--- config.mk ---
export PLATFORM = sky130hd
export DESIGN_NAME = multi_debounce
export DESIGN_NICKNAME = d
export VERILOG_FILES = /design/src/rtl/multi_debounce_pkg.sv /design/src/rtl/multi_debounce_channel.sv /design/src/rtl/multi_debounce.sv
export SDC_FILE = /design/constraint.sdc
export NUM_CORES = 1
export LEC_CHECK = 0
export CORE_UTILIZATION = 61
export CTS_CLUSTER_SIZE = 14
export DETAILED_ROUTE_END_ITERATION = 8
export GPL_TIMING_DRIVEN = 0
export PLACE_DENSITY = 0.89
export SETUP_SLACK_MARGIN = 0.3
export SLEW_MARGIN = 20
export SYNTH_ARGS = -nofsm -noshare
export SYNTH_HDL_FRONTEND = slang
export SYNTH_SLANG_ARGS = --single-unit
--- constraint.sdc ---
create_clock -name i_clk -period 2.9 [get_ports i_clk]
set_clock_uncertainty 0.05 [all_clocks]
set_input_delay 0.58 -clock i_clk [delete_from_list [all_inputs] [get_ports i_clk]]
set_output_delay 0.58 -clock i_clk [all_outputs]
set_load 0.01 [all_outputs]
--- src/rtl/multi_debounce_pkg.sv ---
//==== multi_debounce_pkg : shared constants, helpers and channel output type ====
//==== rev 1.0 ====
`default_nettype none

package multi_debounce_pkg;

   localparam int c_CLK_HZ                 = 50_000_000;
   localparam int c_DEFAULT_DEBOUNCE_LIMIT = 5_000_000;
   localparam int c_DEFAULT_REPEAT_DELAY   = 25_000_000;
   localparam int c_DEFAULT_REPEAT_RATE    = 5_000_000;

   typedef struct packed {
      logic debounced;
      logic rise;
      logic fall;
      logic rpt;
   } chan_out_t;

   function automatic int ms_to_cycles(input int ms);
      return (c_CLK_HZ / 1000) * ms;
   endfunction

   function automatic int max_int(input int a, input int b);
      return (a > b) ? a : b;
   endfunction

endpackage

`default_nettype wire

--- src/rtl/multi_debounce_channel.sv ---
//==== multi_debounce_channel : sync, bounce filter, edge and repeat for one input ====
//==== rev 1.0 ====
`default_nettype none

module multi_debounce_channel
   import multi_debounce_pkg::*;
#(
   parameter int   DEBOUNCE_LIMIT = c_DEFAULT_DEBOUNCE_LIMIT,
   parameter int   SYNC_STAGES    = 2,
   parameter int   REPEAT_EN      = 0,
   parameter int   REPEAT_DELAY   = c_DEFAULT_REPEAT_DELAY,
   parameter int   REPEAT_RATE    = c_DEFAULT_REPEAT_RATE,
   parameter logic RESET_LEVEL    = 1'b0
) (
   input  logic      i_clk,
   input  logic      i_rst_n,
   input  logic      i_bouncy,
   output chan_out_t o_ch
);

   localparam int            CW        = $clog2(DEBOUNCE_LIMIT);
   localparam logic [CW-1:0] c_CNT_MAX = CW'(DEBOUNCE_LIMIT - 1);

   logic [SYNC_STAGES-1:0] r_sync;
   logic [CW-1:0]          r_cnt;
   logic                   r_state;
   logic                   r_rise;
   logic                   r_fall;
   logic                   w_sync_out;
   logic                   w_differs;
   logic                   w_accept;
   logic                   w_repeat;

   assign w_sync_out = r_sync[SYNC_STAGES-1];
   assign w_differs  = (w_sync_out != r_state);
   assign w_accept   = w_differs && (r_cnt == c_CNT_MAX);

   always_ff @(posedge i_clk or negedge i_rst_n) begin
      if (!i_rst_n) begin
         r_sync  <= {SYNC_STAGES{RESET_LEVEL}};
         r_state <= RESET_LEVEL;
         r_cnt   <= '0;
         r_rise  <= 1'b0;
         r_fall  <= 1'b0;
      end else begin
         r_sync <= {r_sync[SYNC_STAGES-2:0], i_bouncy};
         r_rise <= w_accept && w_sync_out;
         r_fall <= w_accept && !w_sync_out;
         // Any cycle where the synchronised input agrees with the state restarts qualification.
         if (w_accept) begin
            r_state <= w_sync_out;
            r_cnt   <= '0;
         end else if (w_differs) begin
            r_cnt <= r_cnt + 1'b1;
         end else begin
            r_cnt <= '0;
         end
      end
   end

   if (REPEAT_EN != 0) begin : g_repeat
      localparam int            RW      = $clog2(max_int(REPEAT_DELAY, REPEAT_RATE) + 1);
      localparam logic [RW-1:0] c_FIRST = RW'(REPEAT_DELAY - 1);
      localparam logic [RW-1:0] c_NEXT  = RW'(REPEAT_RATE - 1);

      logic [RW-1:0] r_rpt;
      logic          r_past_first;
      logic          r_repeat;
      logic [RW-1:0] w_target;

      assign w_target = r_past_first ? c_NEXT : c_FIRST;

      // Held low, or accepting an edge (rise arms, fall cancels): counter restarts from zero.
      always_ff @(posedge i_clk or negedge i_rst_n) begin
         if (!i_rst_n) begin
            r_rpt        <= '0;
            r_past_first <= 1'b0;
            r_repeat     <= 1'b0;
         end else if (!r_state || w_accept) begin
            r_rpt        <= '0;
            r_past_first <= 1'b0;
            r_repeat     <= 1'b0;
         end else if (r_rpt == w_target) begin
            r_rpt        <= '0;
            r_past_first <= 1'b1;
            r_repeat     <= 1'b1;
         end else begin
            r_rpt    <= r_rpt + 1'b1;
            r_repeat <= 1'b0;
         end
      end

      assign w_repeat = r_repeat;
   end else begin : g_no_repeat
      assign w_repeat = 1'b0;
   end

   assign o_ch = '{debounced: r_state, rise: r_rise, fall: r_fall, rpt: w_repeat};

endmodule

`default_nettype wire

--- src/rtl/multi_debounce.sv ---
//==== multi_debounce : N-channel debouncer with edge and auto-repeat pulses ====
//==== rev 1.0 ====
`default_nettype none

module multi_debounce
   import multi_debounce_pkg::*;
#(
   parameter int   NUM_CHANNELS   = 4,
   parameter int   DEBOUNCE_LIMIT = c_DEFAULT_DEBOUNCE_LIMIT,
   parameter int   SYNC_STAGES    = 2,
   parameter int   REPEAT_EN      = 0,
   parameter int   REPEAT_DELAY   = c_DEFAULT_REPEAT_DELAY,
   parameter int   REPEAT_RATE    = c_DEFAULT_REPEAT_RATE,
   parameter logic RESET_LEVEL    = 1'b0
) (
   input  logic                    i_clk,
   input  logic                    i_rst_n,
   input  logic [NUM_CHANNELS-1:0] i_bouncy,
   output logic [NUM_CHANNELS-1:0] o_debounced,
   output logic [NUM_CHANNELS-1:0] o_rise,
   output logic [NUM_CHANNELS-1:0] o_fall,
   output logic [NUM_CHANNELS-1:0] o_repeat
);

   for (genvar k = 0; k < NUM_CHANNELS; k++) begin : g_ch
      chan_out_t w_ch;

      multi_debounce_channel #(
         .DEBOUNCE_LIMIT (DEBOUNCE_LIMIT),
         .SYNC_STAGES    (SYNC_STAGES),
         .REPEAT_EN      (REPEAT_EN),
         .REPEAT_DELAY   (REPEAT_DELAY),
         .REPEAT_RATE    (REPEAT_RATE),
         .RESET_LEVEL    (RESET_LEVEL)
      ) u_channel (
         .i_clk    (i_clk),
         .i_rst_n  (i_rst_n),
         .i_bouncy (i_bouncy[k]),
         .o_ch     (w_ch)
      );

      assign o_debounced[k] = w_ch.debounced;
      assign o_rise[k]      = w_ch.rise;
      assign o_fall[k]      = w_ch.fall;
      assign o_repeat[k]    = w_ch.rpt;
   end

endmodule

`default_nettype wire

=== After elaboration in Yosys (flattened, before gate mapping) ===
Index checks and enable logic that the tools add are counted.

* Register bits after elaboration: 112
* Input bits: 6
* Logic and storage cells: 56

* Add/sub/neg operators: 4
* Equal/unequal tests: 8
* Muxes and demuxes: 8
* Reduce and logical (&&, ||, !) cells: 16

{| class="wikitable"
|+ Operators with widths
! cell !! number
|-
| $mux 23 || 8
|-
| $add 23x1->23 const B || 4
|-
| $eq 23x23->1 const B || 4
|-
| $logic_and 1x1->1 || 12
|-
| $logic_not 1->1 || 4
|-
| $ne 1x1->1 || 4
|}

=== Depth between registers and ports, before layout ===
* Word-level depth: 3
* Mapped depth: 6
* Mapped depth without buffers: 5

=== Modules after synthesis ===
From an unflattened synthesis, not the netlist that was laid out.

* Cell total of the unflattened synthesis: 572
* Area, all modules: 5590.4 um2

{| class="wikitable"
|+ Modules (own cells, without submodules)
! module !! instances !! cells an instance !! area each (um2)
|-
| multi_debounce_channel || 4 || 143 || 1397.6
|}

=== Least setup slack after synthesis ===
OpenSTA, ideal clock, no wires.

* Kind: register to register
* Start point: reg g_ch[3].u_channel.r_cnt[0]
* End point: reg g_ch[3].u_channel.r_cnt[20]
* Setup time: 0.078 ns
* Data arrival time: 1.979 ns
* Required time: 2.772 ns
* Path slack: 0.793 ns
* Stages on the path, launching flop included: 7
* Buffers on the path: 1
* Clock period less this slack: 2.107 ns
* Cells stage by stage: dfrtp_1 -> ha_1 -> nand3_1 -> or4_1 -> clkbuf_1 -> or4_1 -> a21oi_1

* Word-level cells in the longest chain between the ends: 3

{| class="wikitable"
|+ Ends and longest elaborated chain
! element !! line !! text
|-
| start, declared || multi_debounce_channel.sv:25 || <nowiki>logic [CW-1:0] r_cnt;</nowiki>
|-
| start signal, assigned || multi_debounce_channel.sv:54 || <nowiki>r_cnt <= r_cnt + 1'b1;</nowiki>
|-
| $add 23x1->23 or $eq 23x23->1 (tied branches) || multi_debounce_channel.sv:54, multi_debounce_channel.sv:36 ||
|-
| $mux 23 or $logic_and 1x1->1 (tied branches) || multi_debounce_channel.sv:53, multi_debounce_channel.sv:36 ||
|-
| $mux 23 * || multi_debounce_channel.sv:50 || <nowiki>if (w_accept) begin</nowiki>
|}

Mark *: on every way between the ends. The rest lies on a longest branch, timed or not.
A chain may end at the register's enable or synchronous reset.

=== Final worst setup path ===
* Start point: reg g_ch[2].u_channel.r_cnt[10]
* End point: reg g_ch[2].u_channel.r_cnt[21]

* Word-level cells in the longest chain between the ends: 3

{| class="wikitable"
|+ Ends and longest elaborated chain
! element !! line
|-
| start, declared || multi_debounce_channel.sv:25
|-
| start signal, assigned || multi_debounce_channel.sv:54
|-
| $add 23x1->23 or $eq 23x23->1 (tied branches) || multi_debounce_channel.sv:54, multi_debounce_channel.sv:36
|-
| $mux 23 or $logic_and 1x1->1 (tied branches) || multi_debounce_channel.sv:53, multi_debounce_channel.sv:36
|-
| $mux 23 * || multi_debounce_channel.sv:50
|}

Marked as above.

==> metrics.txt <==
global-route wire length before repair 18.9 mm; CP max-delay cell or4_1; Cell Count, Final, Fillers Out between 600 and 700; Die H between 90 and 100 um; die area approximately 9400 sq um; Ys Warns 0; Post-route DRC 0; Clock transition at path regs 100 ps; max-slew violations 0; # fillers 639; Post-Place Cells approximately 680; DRT Wirelength 10.8 mm; routed vias/inst 6.20; Leakage 2.40 nW; Num CTS Buffers 9; maximum capacitance violations 0; worst hold path class primary input to async pin; post_cts resized 0; die width just under 100 um; period utilisation layout 0.826; gr ovfl total 0; RSZ-0062 raised after global routing no; largest net degree at the start of global routing slightly below 60; Clk Latency, worst-skew pair approximately 360 ps; Wirelength per Cell 15.5 um; CP Class flop to flop; worst path required time slightly above 3000 ps; CTS tree yes; internal cell power between 1.5 and 2 mW; startpoint types flop; Synth top area share 0.512; Max-slew headroom 0.486; Worst Tran Pin Value 760 ps; Gate power share 0.040; most common cell in the netlist dfrtp_1; io pins 22; Post-synth top flop dfrtp_1; syn_area_per_cell 9.90 sq um; slowest stage delay, CP 510 ps; sequential area share after synthesis 0.512; Net Sw Power approximately 0.58 mW; asr flop ratio synth 1.00; share of cells above drive strength 1 0.0784; area of the multi-input gates 2430 sq um; worst-path fanout max 10; cell area power density 430 nW/um^2; status completed; initial core utilization 0.628; top post-synthesis cells by count 112 x dfrtp_1, 56 x nor2_1, 42 x nand3_1; register area 2800 sq um; vias in the first global route 4,175; Reg power frac 0.621; GPL Wtd Cong ~0.90; # setup viols final 0; CORE AREA 8720 sq um; number of buffers added on ports 17; diode count 0; area grow syn2layout 9.46%; maximum clock insertion buffer count 2; Post-Place Setup Slack 556 ps; Via Count approximately 4,300; clk root buf clkbuf_8; #FFs+latches synth 112; number of synthesized flops with an enable pin 0; fin nets 595; initial antenna violation count 0; Synth area leader dfrtp_1; Crit. End Element flop; DRT iter0 DRCs 198; VDD IR max between 0.2 and 0.3 mV; clock power share 0.339; Highest Clock Rate around 420 MHz; Cell Area, Synth between 5000 and 6000 sq um; H-tree Lvls 3; Rows 34; post-route ant nets 0; DP HPWL approximately 7.6 mm; post-CTS setup buffer count 0; post-synth cell types 39; cell repeated most along the worst path or4_1; Worst Path Arrival 2570 ps; min cycle time layout 2390 ps; endpoints failing hold 0; Critical Path, Cell by Cell or4_1, or4_1, o21ai_1, buf_2, a21oi_1; total track usage 0.244; cts hold-fix bufs 0; Synth Instances 553; clock sink total between 100 and 150; DRT Pass-1 Iters 4; Final WS setup 506 ps; switching share of power 0.225; ranking of synthesized cells by area dfrtp_1 51%, xor2_1 4.2%, nand3_1 3.8%
[sequential cells by signal, indices dropped and copies added, names as in the netlist]
| signal | flops |
|---|---|
| g_ch.u_channel.r_state | 4 |
| g_ch.u_channel.r_cnt | 92 |
| g_ch.u_channel.r_sync | 8 |
| g_ch.u_channel.r_fall | 4 |
| g_ch.u_channel.r_rise | 4 |
[cell usage in the layout, fill, tap and decap left out, types with 18 or more instances in the layout]
cell type,count
a21oi_1,39
dfrtp_1,112
nand2_1,27
nand3_1,42
nand4_1,18
nor2_1,56
o21ai_0,22
o31ai_1,19
or3_1,19
or4_1,25
xnor2_1,23
xor2_1,26
[cell families after synthesis]
logic type / synth area share
AOI/OAI and AO/OA: 0.0875
buffers and inverters: 0.0462
DFF: 0.512
other: 0.000685
muxes: 0.00617
and+or+nand+nor: 0.260
adders and majority gates: 0.00914
xor gates and xnor gates: 0.0784
[per-layer routing]
| metal | track usage | vias to the layer above | share of wire |
|---|---|---|---|
| met3 | 0.0513 | 11 | 0.044 |
| li1 | - | 2049 | - |
| met2 | 0.401 | 106 | 0.51 |
| met5 | 0 | - | 0 |
| met4 | 0.0827 | 0 | 0.0089 |
| met1 | 0.326 | 2146 | 0.43 |
[path summary, 6_finish.rpt]
kind / end / slack (ps) / depth (start not counted) / start
max: g_ch[2].u_channel.r_cnt[21]$_DFF_PN0_ / 510 / 5 / g_ch[2].u_channel.r_cnt[10]$_DFF_PN0_
min: g_ch[0].u_channel.r_cnt[21]$_DFF_PN0_ / 110 / 1 / i_rst_n
max reg2reg: g_ch[2].u_channel.r_cnt[21]$_DFF_PN0_ / 510 / 5 / g_ch[2].u_channel.r_cnt[10]$_DFF_PN0_
min reg2reg: g_ch[1].u_channel.r_sync[1]$_DFF_PN0_ / 310 / 0 / g_ch[1].u_channel.r_sync[0]$_DFF_PN0_
max in group asynchronous: g_ch[2].u_channel.r_cnt[21]$_DFF_PN0_ / 2040 / 2 / i_rst_n
min in group i_clk: g_ch[1].u_channel.r_sync[1]$_DFF_PN0_ / 310 / 0 / g_ch[1].u_channel.r_sync[0]$_DFF_PN0_
[power by group through the flow]
stage	clock network [mW]	logic (mW)	registers (mW)
final	0.874	0.102	1.60
after detailed placement	0	0.105	1.63
after CTS	0.894	0.105	1.60
after floorplan	0	0.0493	1.63
after global routing	0.957	0.119	1.60
after global placement	0	0.0969	1.63
[cell type report]
class	instances	area share
Sequential cell	112	0.468
Timing Repair Buffer	18	0.0332
Tap cell	108	0.0225
Clock inverter	4	0.00814
Buffer	35	0.0340
Inverter	13	0.00814
Multi-Input combinational cell	396	0.406
Clock buffer	9	0.0207
[per-stage QoR]
stage	util	setup TNS [ps]	hold slack, ps	total power [mW]	cell area, sq um
5_1_grt	0.687	0	132	2.68	5990
3_3_place_gp	0.664	-324240	285	1.73	5790
4_1_cts	0.687	0	124	2.60	5990
3_5_place_dp	0.667	0	290	1.74	5820
2_1_floorplan	-	0	234	1.68	5490
6_report	0.687	0	109	2.58	5990
[critical path, delay by kind of cell, from the launching register on]
kind | cells | cell delay, ps
AO/OA/AOI/OAI | 2 | 460
AND/OR/NAND/NOR | 2 | 980
flip-flops | 1 | 480
buffers and inverters | 1 | 300
No activity file was read; power rests on OpenSTA's default activity.
